## src/rtl/axil_pkg.sv

```systemverilog
// rtl/axil_pkg.sv - shared types, response codes and width helper for axil_mstr
// Purpose : state enum, AXI response encodings, strobe-width helper.
// Ports   : none (package).
// Config  : AXIL_MSTR_TIMEOUT_EN adds the DRAIN state.
package axil_pkg;

   localparam logic [1:0] OKAY   = 2'b00;
   localparam logic [1:0] SLVERR = 2'b10;

   typedef enum logic [2:0] {
      IDLE,
      WR_REQ,
      WR_RSP,
      RD_REQ,
      RD_RSP,
      RESP
`ifdef AXIL_MSTR_TIMEOUT_EN
      , DRAIN
`endif
   } state_t;

   function automatic int strb_width(input int data_width);
      return data_width / 8;
   endfunction

endpackage

```

## src/rtl/axil_mstr_if.sv

```systemverilog
// rtl/axil_mstr_if.sv - command/response and AXI4-Lite bundle for axil_mstr
// Purpose : groups the command/response handshake and the five AXI-Lite channels.
// Modports: master - the initiator (axil_mstr); slave - command source plus AXI responder.
interface axil_mstr_if
   import axil_pkg::*;
#(
   parameter int pADDR_WIDTH = 12,
   parameter int pDATA_WIDTH = 32
) ();
   localparam int pSTRB_WIDTH = strb_width(pDATA_WIDTH);

   logic                   cmd_valid;
   logic                   cmd_ready;
   logic                   cmd_write;
   logic [pADDR_WIDTH-1:0] cmd_addr;
   logic [pDATA_WIDTH-1:0] cmd_wdata;
   logic [pSTRB_WIDTH-1:0] cmd_wstrb;

   logic                   rsp_valid;
   logic                   rsp_ready;
   logic [pDATA_WIDTH-1:0] rsp_rdata;
   logic [1:0]             rsp_resp;

   logic [pADDR_WIDTH-1:0] awaddr;
   logic                   awvalid;
   logic                   awready;
   logic [pDATA_WIDTH-1:0] wdata;
   logic [pSTRB_WIDTH-1:0] wstrb;
   logic                   wvalid;
   logic                   wready;
   logic [1:0]             bresp;
   logic                   bvalid;
   logic                   bready;
   logic [pADDR_WIDTH-1:0] araddr;
   logic                   arvalid;
   logic                   arready;
   logic [pDATA_WIDTH-1:0] rdata;
   logic [1:0]             rresp;
   logic                   rvalid;
   logic                   rready;

   modport master (
      input  cmd_valid, cmd_write, cmd_addr, cmd_wdata, cmd_wstrb, rsp_ready,
      output cmd_ready, rsp_valid, rsp_rdata, rsp_resp,
      output awaddr, awvalid, wdata, wstrb, wvalid, bready, araddr, arvalid, rready,
      input  awready, wready, bresp, bvalid, arready, rdata, rresp, rvalid
   );

   modport slave (
      output cmd_valid, cmd_write, cmd_addr, cmd_wdata, cmd_wstrb, rsp_ready,
      input  cmd_ready, rsp_valid, rsp_rdata, rsp_resp,
      input  awaddr, awvalid, wdata, wstrb, wvalid, bready, araddr, arvalid, rready,
      output awready, wready, bresp, bvalid, arready, rdata, rresp, rvalid
   );

endinterface

```

## src/rtl/axil_mstr_tmo.sv

```systemverilog
// rtl/axil_mstr_tmo.sv - response-wait timeout counter for axil_mstr
// Purpose : counts cycles while en is high, cleared by clr; expire flags pTIMEOUT-1 reached.
// Ports   : clk, rst (sync active-high), clr, en in; expire out.
// Config  : instantiated only when AXIL_MSTR_TIMEOUT_EN is defined.
module axil_mstr_tmo #(
   parameter int pTIMEOUT = 256
) (
   input  logic clk,
   input  logic rst,
   input  logic clr,
   input  logic en,
   output logic expire
);
   localparam int CW = $clog2(pTIMEOUT);

   logic [CW-1:0] cnt;

   // Saturates at the limit so a held expire never wraps back to zero.
   always_ff @(posedge clk) begin
      if (rst || clr) begin
         cnt <= '0;
      end else if (en && !expire) begin
         cnt <= cnt + 1'b1;
      end
   end

   assign expire = en && (cnt == CW'(pTIMEOUT - 1));

endmodule

```

## src/rtl/axil_mstr.sv

```systemverilog
// rtl/axil_mstr.sv - single-outstanding command/response to AXI4-Lite initiator
// Purpose : turns one command at a time into an AXI-Lite read or write and returns
//           the response; all outputs come straight from flops.
// Ports   : ALCLK clock, ARESET sync active-high reset, bus (axil_mstr_if.master).
// Config  : AXIL_MSTR_TIMEOUT_EN enables the B/R wait timeout and the DRAIN state.
module axil_mstr
   import axil_pkg::*;
#(
   parameter int pADDR_WIDTH = 12,
   parameter int pDATA_WIDTH = 32
`ifdef AXIL_MSTR_TIMEOUT_EN
   , parameter int pTIMEOUT = 256
`endif
) (
   input  logic        ALCLK,
   input  logic        ARESET,
   axil_mstr_if.master bus
);
   localparam int pSTRB_WIDTH = strb_width(pDATA_WIDTH);

   state_t state, state_nxt;
   logic   aw_done, w_done, aw_done_nxt, w_done_nxt;
   logic   tmo_hit;

   logic cmd_ready_q, rsp_valid_q, awvalid_q, wvalid_q, bready_q, arvalid_q, rready_q;
   logic cmd_ready_d, rsp_valid_d, awvalid_d, wvalid_d, bready_d, arvalid_d, rready_d;

   logic [pADDR_WIDTH-1:0] addr_q;
   logic [pDATA_WIDTH-1:0] wdata_q;
   logic [pSTRB_WIDTH-1:0] wstrb_q;
   logic [pDATA_WIDTH-1:0] rsp_rdata_q;
   logic [1:0]             rsp_resp_q;

   logic cmd_hs, rsp_hs, aw_hs, w_hs, b_hs, ar_hs, r_hs;
   assign cmd_hs = cmd_ready_q && bus.cmd_valid;
   assign rsp_hs = rsp_valid_q && bus.rsp_ready;
   assign aw_hs  = awvalid_q   && bus.awready;
   assign w_hs   = wvalid_q    && bus.wready;
   assign b_hs   = bready_q    && bus.bvalid;
   assign ar_hs  = arvalid_q   && bus.arready;
   assign r_hs   = rready_q    && bus.rvalid;

`ifdef AXIL_MSTR_TIMEOUT_EN
   logic wr_q;
   logic timed_out;
   logic wait_rsp;
   assign wait_rsp = (state == WR_RSP) || (state == RD_RSP);

   axil_mstr_tmo #(.pTIMEOUT(pTIMEOUT)) u_tmo (
      .clk    (ALCLK),
      .rst    (ARESET),
      .clr    (!wait_rsp),
      .en     (wait_rsp),
      .expire (tmo_hit)
   );
`else
   assign tmo_hit = 1'b0;
`endif

   // State register plus the registered copies of every handshake output.
   always_ff @(posedge ALCLK) begin
      if (ARESET) begin
         state       <= IDLE;
         aw_done     <= 1'b0;
         w_done      <= 1'b0;
         cmd_ready_q <= 1'b1;
         rsp_valid_q <= 1'b0;
         awvalid_q   <= 1'b0;
         wvalid_q    <= 1'b0;
         bready_q    <= 1'b0;
         arvalid_q   <= 1'b0;
         rready_q    <= 1'b0;
      end else begin
         state       <= state_nxt;
         aw_done     <= aw_done_nxt;
         w_done      <= w_done_nxt;
         cmd_ready_q <= cmd_ready_d;
         rsp_valid_q <= rsp_valid_d;
         awvalid_q   <= awvalid_d;
         wvalid_q    <= wvalid_d;
         bready_q    <= bready_d;
         arvalid_q   <= arvalid_d;
         rready_q    <= rready_d;
      end
   end

   // Next state; a real B/R handshake always wins over a same-cycle timeout.
   always_comb begin
      state_nxt   = state;
      aw_done_nxt = aw_done;
      w_done_nxt  = w_done;
      case (state)
         IDLE: begin
            aw_done_nxt = 1'b0;
            w_done_nxt  = 1'b0;
            if (cmd_hs) state_nxt = bus.cmd_write ? WR_REQ : RD_REQ;
         end
         WR_REQ: begin
            aw_done_nxt = aw_done || aw_hs;
            w_done_nxt  = w_done  || w_hs;
            if ((aw_done || aw_hs) && (w_done || w_hs)) begin
               state_nxt   = WR_RSP;
               aw_done_nxt = 1'b0;
               w_done_nxt  = 1'b0;
            end
         end
         WR_RSP: if (b_hs || tmo_hit) state_nxt = RESP;
         RD_REQ: if (ar_hs) state_nxt = RD_RSP;
         RD_RSP: if (r_hs || tmo_hit) state_nxt = RESP;
         RESP: begin
            if (rsp_hs) begin
`ifdef AXIL_MSTR_TIMEOUT_EN
               state_nxt = timed_out ? DRAIN : IDLE;
`else
               state_nxt = IDLE;
`endif
            end
         end
`ifdef AXIL_MSTR_TIMEOUT_EN
         // The late B or R is taken and thrown away.
         DRAIN: if (wr_q ? b_hs : r_hs) state_nxt = IDLE;
`endif
         default: state_nxt = IDLE;
      endcase
   end

   // Outputs decoded from the next state so they can be registered without a cycle of lag.
   always_comb begin
      cmd_ready_d = (state_nxt == IDLE);
      rsp_valid_d = (state_nxt == RESP);
      awvalid_d   = (state_nxt == WR_REQ) && !aw_done_nxt;
      wvalid_d    = (state_nxt == WR_REQ) && !w_done_nxt;
      arvalid_d   = (state_nxt == RD_REQ);
`ifdef AXIL_MSTR_TIMEOUT_EN
      bready_d    = (state_nxt == WR_RSP) || ((state_nxt == DRAIN) &&  wr_q);
      rready_d    = (state_nxt == RD_RSP) || ((state_nxt == DRAIN) && !wr_q);
`else
      bready_d    = (state_nxt == WR_RSP);
      rready_d    = (state_nxt == RD_RSP);
`endif
   end

   // Command capture and response payload.
   always_ff @(posedge ALCLK) begin
      if (ARESET) begin
         addr_q      <= '0;
         wdata_q     <= '0;
         wstrb_q     <= '0;
         rsp_rdata_q <= '0;
         rsp_resp_q  <= OKAY;
`ifdef AXIL_MSTR_TIMEOUT_EN
         wr_q        <= 1'b0;
         timed_out   <= 1'b0;
`endif
      end else begin
         if (cmd_hs) begin
            addr_q  <= bus.cmd_addr;
            wdata_q <= bus.cmd_wdata;
            wstrb_q <= bus.cmd_wstrb;
`ifdef AXIL_MSTR_TIMEOUT_EN
            wr_q      <= bus.cmd_write;
            timed_out <= 1'b0;
`endif
         end
         if (state == WR_RSP && b_hs) begin
            rsp_rdata_q <= '0;
            rsp_resp_q  <= bus.bresp;
         end else if (state == RD_RSP && r_hs) begin
            rsp_rdata_q <= bus.rdata;
            rsp_resp_q  <= bus.rresp;
         end else if (tmo_hit) begin
            rsp_rdata_q <= '0;
            rsp_resp_q  <= SLVERR;
`ifdef AXIL_MSTR_TIMEOUT_EN
            timed_out   <= 1'b1;
`endif
         end
      end
   end

   assign bus.cmd_ready = cmd_ready_q;
   assign bus.rsp_valid = rsp_valid_q;
   assign bus.rsp_rdata = rsp_rdata_q;
   assign bus.rsp_resp  = rsp_resp_q;
   assign bus.awaddr    = addr_q;
   assign bus.awvalid   = awvalid_q;
   assign bus.wdata     = wdata_q;
   assign bus.wstrb     = wstrb_q;
   assign bus.wvalid    = wvalid_q;
   assign bus.bready    = bready_q;
   assign bus.araddr    = addr_q;
   assign bus.arvalid   = arvalid_q;
   assign bus.rready    = rready_q;

endmodule

```

## src/flat_wrapper.sv

```systemverilog
// flat-port wrapper written by rule: the top's interface ports become plain ports
module axil_mstr_flat import axil_pkg::*;
#(
   parameter int pADDR_WIDTH = 12,
   parameter int pDATA_WIDTH = 32

)
  (ALCLK, ARESET, bus_cmd_valid, bus_cmd_write, bus_cmd_addr, bus_cmd_wdata, bus_cmd_wstrb, bus_rsp_ready, bus_cmd_ready, bus_rsp_valid, bus_rsp_rdata, bus_rsp_resp, bus_awaddr, bus_awvalid, bus_wdata, bus_wstrb, bus_wvalid, bus_bready, bus_araddr, bus_arvalid, bus_rready, bus_awready, bus_wready, bus_bresp, bus_bvalid, bus_arready, bus_rdata, bus_rresp, bus_rvalid);
  axil_mstr_if #(.pADDR_WIDTH(pADDR_WIDTH), .pDATA_WIDTH(pDATA_WIDTH)) bus_i ();
  input  logic ALCLK;
  input  logic ARESET;
  input wire logic [$bits(bus_i.cmd_valid)-1:0] bus_cmd_valid;
  input wire logic [$bits(bus_i.cmd_write)-1:0] bus_cmd_write;
  input wire logic [$bits(bus_i.cmd_addr)-1:0] bus_cmd_addr;
  input wire logic [$bits(bus_i.cmd_wdata)-1:0] bus_cmd_wdata;
  input wire logic [$bits(bus_i.cmd_wstrb)-1:0] bus_cmd_wstrb;
  input wire logic [$bits(bus_i.rsp_ready)-1:0] bus_rsp_ready;
  output wire logic [$bits(bus_i.cmd_ready)-1:0] bus_cmd_ready;
  output wire logic [$bits(bus_i.rsp_valid)-1:0] bus_rsp_valid;
  output wire logic [$bits(bus_i.rsp_rdata)-1:0] bus_rsp_rdata;
  output wire logic [$bits(bus_i.rsp_resp)-1:0] bus_rsp_resp;
  output wire logic [$bits(bus_i.awaddr)-1:0] bus_awaddr;
  output wire logic [$bits(bus_i.awvalid)-1:0] bus_awvalid;
  output wire logic [$bits(bus_i.wdata)-1:0] bus_wdata;
  output wire logic [$bits(bus_i.wstrb)-1:0] bus_wstrb;
  output wire logic [$bits(bus_i.wvalid)-1:0] bus_wvalid;
  output wire logic [$bits(bus_i.bready)-1:0] bus_bready;
  output wire logic [$bits(bus_i.araddr)-1:0] bus_araddr;
  output wire logic [$bits(bus_i.arvalid)-1:0] bus_arvalid;
  output wire logic [$bits(bus_i.rready)-1:0] bus_rready;
  input wire logic [$bits(bus_i.awready)-1:0] bus_awready;
  input wire logic [$bits(bus_i.wready)-1:0] bus_wready;
  input wire logic [$bits(bus_i.bresp)-1:0] bus_bresp;
  input wire logic [$bits(bus_i.bvalid)-1:0] bus_bvalid;
  input wire logic [$bits(bus_i.arready)-1:0] bus_arready;
  input wire logic [$bits(bus_i.rdata)-1:0] bus_rdata;
  input wire logic [$bits(bus_i.rresp)-1:0] bus_rresp;
  input wire logic [$bits(bus_i.rvalid)-1:0] bus_rvalid;
  assign bus_i.cmd_valid = bus_cmd_valid;
  assign bus_i.cmd_write = bus_cmd_write;
  assign bus_i.cmd_addr = bus_cmd_addr;
  assign bus_i.cmd_wdata = bus_cmd_wdata;
  assign bus_i.cmd_wstrb = bus_cmd_wstrb;
  assign bus_i.rsp_ready = bus_rsp_ready;
  assign bus_cmd_ready = bus_i.cmd_ready;
  assign bus_rsp_valid = bus_i.rsp_valid;
  assign bus_rsp_rdata = bus_i.rsp_rdata;
  assign bus_rsp_resp = bus_i.rsp_resp;
  assign bus_awaddr = bus_i.awaddr;
  assign bus_awvalid = bus_i.awvalid;
  assign bus_wdata = bus_i.wdata;
  assign bus_wstrb = bus_i.wstrb;
  assign bus_wvalid = bus_i.wvalid;
  assign bus_bready = bus_i.bready;
  assign bus_araddr = bus_i.araddr;
  assign bus_arvalid = bus_i.arvalid;
  assign bus_rready = bus_i.rready;
  assign bus_i.awready = bus_awready;
  assign bus_i.wready = bus_wready;
  assign bus_i.bresp = bus_bresp;
  assign bus_i.bvalid = bus_bvalid;
  assign bus_i.arready = bus_arready;
  assign bus_i.rdata = bus_rdata;
  assign bus_i.rresp = bus_rresp;
  assign bus_i.rvalid = bus_rvalid;
  axil_mstr #(.pADDR_WIDTH(pADDR_WIDTH), .pDATA_WIDTH(pDATA_WIDTH)) u_core (.ALCLK(ALCLK), .ARESET(ARESET), .bus(bus_i));
endmodule
```

## config.mk

```make
export PLATFORM = sky130hd
export DESIGN_NAME = axil_mstr_flat
export DESIGN_NICKNAME = d
export VERILOG_FILES = /design/src/rtl/axil_pkg.sv /design/src/rtl/axil_mstr_if.sv /design/src/rtl/axil_mstr_tmo.sv /design/src/rtl/axil_mstr.sv /design/src/flat_wrapper.sv
export SDC_FILE = /design/constraint.sdc
export NUM_CORES = 1
export LEC_CHECK = 0
export ABC_AREA = 1
export BUFFER_PORTS_ARGS = -buffer_cell sky130_fd_sc_hd__buf_2
export CORE_UTILIZATION = 44
export DETAILED_ROUTE_END_ITERATION = 6
export MAX_ROUTING_LAYER = met4
export PLACE_DENSITY = 0.88
export SYNTH_ARGS = -nofsm -noshare
export SYNTH_HDL_FRONTEND = slang
export SYNTH_SLANG_ARGS = --single-unit
```

## constraint.sdc

```tcl
create_clock -name ALCLK -period 1.6 [get_ports ALCLK]
set_clock_uncertainty 0.1 [all_clocks]
set_input_delay 0.24 -clock ALCLK [delete_from_list [all_inputs] [get_ports ALCLK]]
set_output_delay 0.24 -clock ALCLK [all_outputs]
set_load 0.05 [all_outputs]
```

==> results of run 1 <==
state kept, by name, indices dropped and copies added, names as in the netlist, 2 cells and up:
name / flops
u_core.bus.araddr: 12
u_core.bus.rsp_rdata: 32
u_core.bus.rsp_resp: 2
u_core.bus.wdata: 32
u_core.bus.wstrb: 4
u_core.state: 3
stage by stage:
stage	cells	instance area [sq um]	hold WS [ps]	setup slack (ps)
2_1_floorplan	468	3623	212.4	76.72
3_3_place_gp	731	4568	346.5	161.3
3_5_place_dp	731	4568	351.3	86.93
4_1_cts	746	4820	16.31	67.22
5_1_grt	746	4825	36.83	8.951
6_report	746	4825	31.51	144.4
synthesized netlist by cell type (all sizes together):
| cell type | count | area [sq um] |
|---|---|---|
| o21ai | 55 | 275.3 |
| buf | 28 | 183.9 |
| clkbuf | 15 | 57.55 |
| a21oi | 35 | 175.2 |
| dfxtp | 94 | 1882 |
| nand4 | 34 | 212.7 |
| nor2 | 115 | 454.2 |
| inv | 13 | 48.80 |
| nand2 | 64 | 242.7 |
| nor3 | 2 | 10.01 |
| nand3 | 11 | 72.57 |
| clkinv | 2 | 7.510 |
logic make-up (layout without fill, tap and decap cells):
family          Yosys count  count (layout)  synth area share, %
buf+inv                  58             234                8.221
compound gates           90              90                12.44
simple gates            226             226                27.39
flops                    94              94                51.95
tightest hold or removal path, stage by stage:
cell     delay (ps)
buf_2            70
o21ai_1          60
nor2_1           70
power by group through the flow:
stage          clock (W)  sequential, W  combinational [W]
2_1_floorplan          0        0.00345           0.000850
3_3_place_gp           0        0.00274            0.00198
3_5_place_dp           0        0.00275            0.00202
4_1_cts          0.00200        0.00270            0.00202
5_1_grt          0.00208        0.00272            0.00215
6_report         0.00196        0.00270            0.00202
worst max path at each step:
stage	slack [ps]	cells after the start	endpoint	startpoint
finish	140	4	u_core.bus.rsp_rdata[9]	u_core.state[1]
global route	9	6	u_core.bus.arvalid	u_core.bus.cmd_ready
CTS	70	5	u_core.bus.wdata[13]	u_core.bus.cmd_ready
detailed placement	90	5	u_core.bus.wdata[24]	u_core.bus.cmd_ready
global placement	160	5	u_core.bus.wdata[30]	u_core.bus.cmd_ready
floorplan	80	5	u_core.bus.rsp_rdata[10]	u_core.bus.rready
repair_timing:
| item | CTS | global route |
|---|---|---|
| setup endpoints to repair | 0 | 33 |
| hold buffers | 0 | 0 |
| gates resized for setup | 0 | 2 |
| setup buffers | 0 | 0 |
layout make-up:
class,instances,area [sq um],area share (%)
Sequential cell,94,1884,39.06
Multi-Input combinational cell,316,1443,29.90
Timing Repair Buffer,204,1062,22.02
Clock buffer,11,131.4,2.723
Tap cell,102,127.6,2.645
Clock inverter,4,120.1,2.490
Inverter,15,56.30,1.167
per-layer routing:
layer | wire length (um) | track usage (%) | vias up
met3 | 716 | 3.448 | 21
met5 | 0 | - | -
met1 | 3865 | 23.74 | 1685
li1 | - | - | 1870
met4 | 210 | 9.872 | 0
met2 | 4740 | 40.25 | 174
==> key figures, run 1 <==
Status
  • Run status: completed

Power and ir drop
  • Total power: between 0.006 and 0.007 W
  • Clock power share: 29.3%
  • Switching part of the total: 36.59%
  • Comb pwr share: a little under a third
  • Maximum vdd drop: approximately 0.00078 V
  • PD cells: roughly 1400 nW/um^2
  • Leakage power: ~2.4 nW
  • Sw power: between 0.002 and 0.0025 W
  • Sequential Power Share: about 40%
  • Cell internal pwr: about 0.0042 W

Placed design
  • Post-DP HPWL: 6962 um
  • Port bufs: approximately 190
  • GP Congestion: between 0.9 and 1

Setup path
  • CP max stage delay: roughly 370 ps
  • Critical Path Sink Type: flop
  • CP cell instances: nor2_4 > buf_4 > nand4_1 > a21oi_1
  • R2r endpoint: u_core.bus.rsp_rdata[9]
  • WP buf/inv: 1
  • Crit Path Class: flop to flop
  • RR Startpoint: u_core.state[1]
  • Critical Path RT: between 1500 and 2000 ps
  • Startpoint Class: flop
  • Cells on worst reg2reg path: 4
  • CP top delay family: flip-flops
  • CP max-delay cell: dfxtp_1
  • Worst Path Arrival: around 1600 ps
  • CP Max Fanout: 32
  • Worst R2R Setup Slack: ~140 ps

CTS
  • CTS tree: yes
  • Worst-path clk slew: 80 ps
  • CTS H-tree lvls: 3
  • CTS buffer count: 9
  • Clock buffer depth: 2
  • Root buf cell: clkbuf_8
  • Skew-Pair Late Insertion Delay: around 340 ps
  • Clock sink count: 94

Synthesis
  • Sequential area share after synthesis: 51.95%
  • Post-synthesis cell count: about 470
  • FF+latch count, synth: 94
  • Syn Area/Cell: 7.740 sq um
  • Post-Synthesis Net Count: approximately 560
  • Mapped cell area: 3622 sq um
  • Synth warn: 0
  • Yosys cell types: 22

Route
  • Drt first pass iters: 4
  • Via Count: roughly 3.8k
  • Final ANT Viol Nets: 0
  • Starting DRT DRC Count: between 100 and 150
  • Drt drc: 0
  • WL/cell: 12.78 um
  • DR vias/cell: slightly above 5
  • Final wirelength: between 9000 and 10000 um

Global routing
  • Largest net degree at the start of global routing: slightly below 50
  • First-pass GRT wire length: approximately 15000 um
  • Vias in the first global route: between 3k and 4k
  • Total gr overflow: 0
  • Initial antenna violation count: 0
  • Tot GR Track Use: between 20% and 30%

Run
  • Max-cap violations: 0

Timing
  • Final hold violation count: 0
  • Period utilisation layout: between 90% and 100%
  • Tightest Pin Transition: between 400 and 500 ps
  • Max frequency: between 600 and 700 MHz
  • Final setup violation count: 0
  • Fin crit period: 1456 ps
  • Slew Viols, Final: 0
  • Unrepaired setup endpoints after global routing: false
  • Post-route setup TNS: 0 ps
  • Relative slew slack: 73.09%

Min path
  • Hold Startpoint: bus_cmd_wdata[19]
  • Type of the most critical hold path: input pin to flop
  • Worst Hold Path Cells: 3
  • Hold endpoint: u_core.bus.wdata[19]

Finish
  • Most frequent cells in the layout: 194 x buf_2, 110 x nor2_1, 92 x dfxtp_1
  • Fin util: between 60% and 70%
  • Nets: ~730
  • N_diodes: 0
  • Filler cells: 711
  • Layout cells sized above 1: between 30% and 40%
  • Area Growth Syn to Fin: 33.20%
  • Most common cell after layout, fill and taps aside: buf_2

Floorplanning
  • Initial Utilization: a little under half
  • Core Area: between 7000 and 8000 sq um
  • Row count: 32
  • DIE HEIGHT: between 90 and 100 um
  • Die Area: 8599 sq um
  • Die width: 92.73 um
  • Num ports: just under 200
(Power assumes the default switching activity.)
==> inputs of run 2 (changes only) <==
==> constraint.sdc (replaced) <==
create_clock -name ALCLK -period 1.4 [get_ports ALCLK]
set_clock_uncertainty 0.1 [all_clocks]
set_input_delay 0.21 -clock ALCLK [delete_from_list [all_inputs] [get_ports ALCLK]]
set_output_delay 0.21 -clock ALCLK [all_outputs]
set_load 0.005 [all_outputs]
==> key figures, run 2 (same netlist as run 1, synthesis figures left out) <==
Status
  • Run status: completed

Finish
  • Fin util: 65.90% (+4.4 points)
  • Most common cell after layout, fill and taps aside: buf_2
  • Filler cells: 645 (-9.3%)
  • Nets: 762 (+3.8%)
  • Area of the multi-input gates: 1455 sq um (+0.87%)
  • N_diodes: 0 (unchanged)
  • Storage cell area: 1892 sq um (+0.40%)
  • Fin cells: 775 (+3.9%)
  • Area Growth Syn to Fin: 42.76%
  • Layout cells sized above 1: 36.85% (+1.3 points)
  • Most frequent cells in the layout: 193 x buf_2, 110 x nor2_1, 90 x dfxtp_1

Setup path
  • Crit Path Class: flop to flop
  • Worst Path Arrival: 1540 ps (-90 ps)
  • CP max stage delay: 370 ps (about the same)
  • Critical Path RT: 1560 ps (-210 ps)
  • Critical path endpoint: u_core.bus.bready
  • Startpoint Class: flop
  • CP cell instances: buf_4 > nor2_2 > nand3_1 > nand2_1 > nor2_4 > nor3_1
  • CP Max Fanout: 7 (-78%)
  • CP max-delay cell: dfxtp_4
  • Cells on worst reg2reg path: 6 (+2)
  • Worst R2R Setup Slack: 20 ps (-120 ps)
  • RR Startpoint: u_core.state[2]
  • CP Launch Point: u_core.state[2]
  • R2r endpoint: u_core.bus.bready
  • Critical Path Sink Type: flop

Run
  • Max-cap violations: 0 (unchanged)

Floorplanning
  • Die Area: 8599 sq um (unchanged)
  • DIE HEIGHT: 92.73 um (unchanged)
  • Num ports: 195 (unchanged)
  • Die width: 92.73 um (unchanged)
  • Initial Utilization: 46.16% (unchanged)
  • Core Area: 7848 sq um (unchanged)
  • Row count: 32 (unchanged)

Timing
  • Final setup violation count: 0 (unchanged)
  • Final hold violation count: 0 (unchanged)
  • Tightest Pin Transition: 333.1 ps (-70.50 ps)
  • Post-route setup TNS: 0 ps (unchanged)
  • Max frequency: 726.8 MHz (+5.8%)
  • Unrepaired setup endpoints after global routing: true
  • Slew Viols, Final: 0 (unchanged)
  • Fin crit period: 1376 ps (-79.66 ps)
  • Final worst slack: 24.08 ps (-120.3 ps)
  • Relative slew slack: 77.79% (+4.7 points)
  • Period utilisation layout: 98.28% (+7.3 points)

Min path
  • Type of the most critical hold path: input pin to flop

Placed design
  • Post-DP HPWL: 6842 um (-1.7%)
  • Cells after DPL: 734 (+0.41%)
  • Port bufs: 194 (unchanged)
  • Dpl ws: -10.03 ps (-96.96 ps)
  • GP Congestion: 0.9585 (-1.8%)

CTS
  • Skew-Pair Late Insertion Delay: 350 ps (about the same)
  • CTS tree: yes
  • Root buf cell: clkbuf_8
  • CTS buffer count: 9 (unchanged)
  • Worst-path clk slew: 90 ps (about the same)
  • Clock sink count: 94 (unchanged)
  • CTS H-tree lvls: 3 (unchanged)
  • Clock buffer depth: 2 (unchanged)

Global routing
  • Largest net degree at the start of global routing: 52 (+6.1%)
  • Total gr overflow: 0 (unchanged)
  • Vias in the first global route: 3577 (+3.7%)
  • Initial antenna violation count: 0 (unchanged)
  • First-pass GRT wire length: 15790 um (+6.3%)
  • Tot GR Track Use: 23.67% (+1.5 points)

Route
  • Drt first pass iters: 5 (+1)
  • WL/cell: 13.83 um (+8.2%)
  • Via Count: 3941 (+5.1%)
  • Drt drc: 0 (unchanged)
  • DR vias/cell: 5.085 (+1.2%)
  • Starting DRT DRC Count: 125 (+9.6%)
  • Final wirelength: 10720 um (+12%)
  • Final ANT Viol Nets: 0 (unchanged)

Power and ir drop
  • Clock power share: 29.2% (about the same)
  • Sw power: 0.001983 W (-19%)
  • Total power: 0.006496 W (-2.6%)
  • PD cells: 1256 nW/um^2 (-9.2%)
  • Cell internal pwr: 0.004513 W (+6.7%)
  • Maximum vdd drop: 0.0006534 V (-16%)
  • Leakage power: 2.519 nW (+6.4%)
  • Switching part of the total: 30.53% (-6.1 points)
  • Sequential Power Share: 47.5% (+7.1 points)
  • Comb pwr share: 23.2% (-7.1 points)
[run 2: cell types whose count changed in the layout (fill, tap and decap cells not counted), sizes merged]
| cell | delta |
|---|---|
| inv | +2 |
| clkinv | +1 |
| dlygate4sd3 | +19 |
| bufinv | -3 |
| buf | +5 |
| clkbuf | +4 |
| clkinvlp | +1 |
[run 2: critical path: cells and delay by family (launching register included)]
family / cells / cell delay [ps]
buf+inv: 1 / 150
flops: 1 / 370
simple gates: 5 / 670
[run 2: worst min-delay path by stage]
stage / end / cells past startpoint / slack (ps) / startpoint
final: u_core.bus.wdata[18] / 3 / 10 / bus_cmd_wdata[18]
after global routing: u_core.bus.araddr[3] / 3 / 20 / bus_cmd_addr[3]
after CTS: u_core.bus.araddr[4] / 3 / 1 / bus_cmd_addr[4]
after detailed placement: u_core.bus.rsp_rdata[11] / 2 / 350 / u_core.bus.rsp_rdata[11]
after global placement: u_core.bus.rsp_rdata[3] / 2 / 350 / u_core.bus.rsp_rdata[3]
after floorplan: u_core.aw_done / 1 / 180 / ARESET
[run 2: through the flow]
step / hold slack, ps / cell area [sq um]
final: 11.34 / 5171
after global routing: 20.16 / 5171
after CTS: 1.067 / 5029
after detailed placement: 353.0 / 4614
after global placement: 345.7 / 4614
after floorplan: 182.4 / 3622
[run 2: area by class of cell]
class,count,share of cell area [%]
Clock inverter,5,1.258
Inverter,15,1.161
Timing Repair Buffer,232,27.46
Multi-Input combinational cell,316,28.14
Tap cell,102,2.468
Clock buffer,11,2.928
Sequential cell,94,36.58
[run 2: layer usage]
metal / wire (um) / track usage, % / vias up
li1: - / - / 1930
met1: 4228 / 26.60 / 1779
met2: 5406 / 40.43 / 212
met3: 882 / 5.172 / 20
met4: 203 / 10.38 / 0
met5: 0 / - / -
[run 2: power groups by stage]
stage	registers, W	clock network (W)	logic, W
after global placement	0.00312	0	0.00132
after global routing	0.00312	0.00204	0.00166
after detailed placement	0.00314	0	0.00137
final	0.00309	0.00190	0.00151
after CTS	0.00308	0.00194	0.00142
after floorplan	0.00315	0	0.000798
[run 2: repair_timing]
item | 4_1_cts | 5_1_grt
hold buffers | 19 | 0
endpoints found under the hold margin | 23 | 0
pin swaps | 0 | 2
gates cloned | 0 | 4
endpoints found under the setup margin | 22 | 72
setup buffers | 0 | 2
resized for setup | 2 | 14
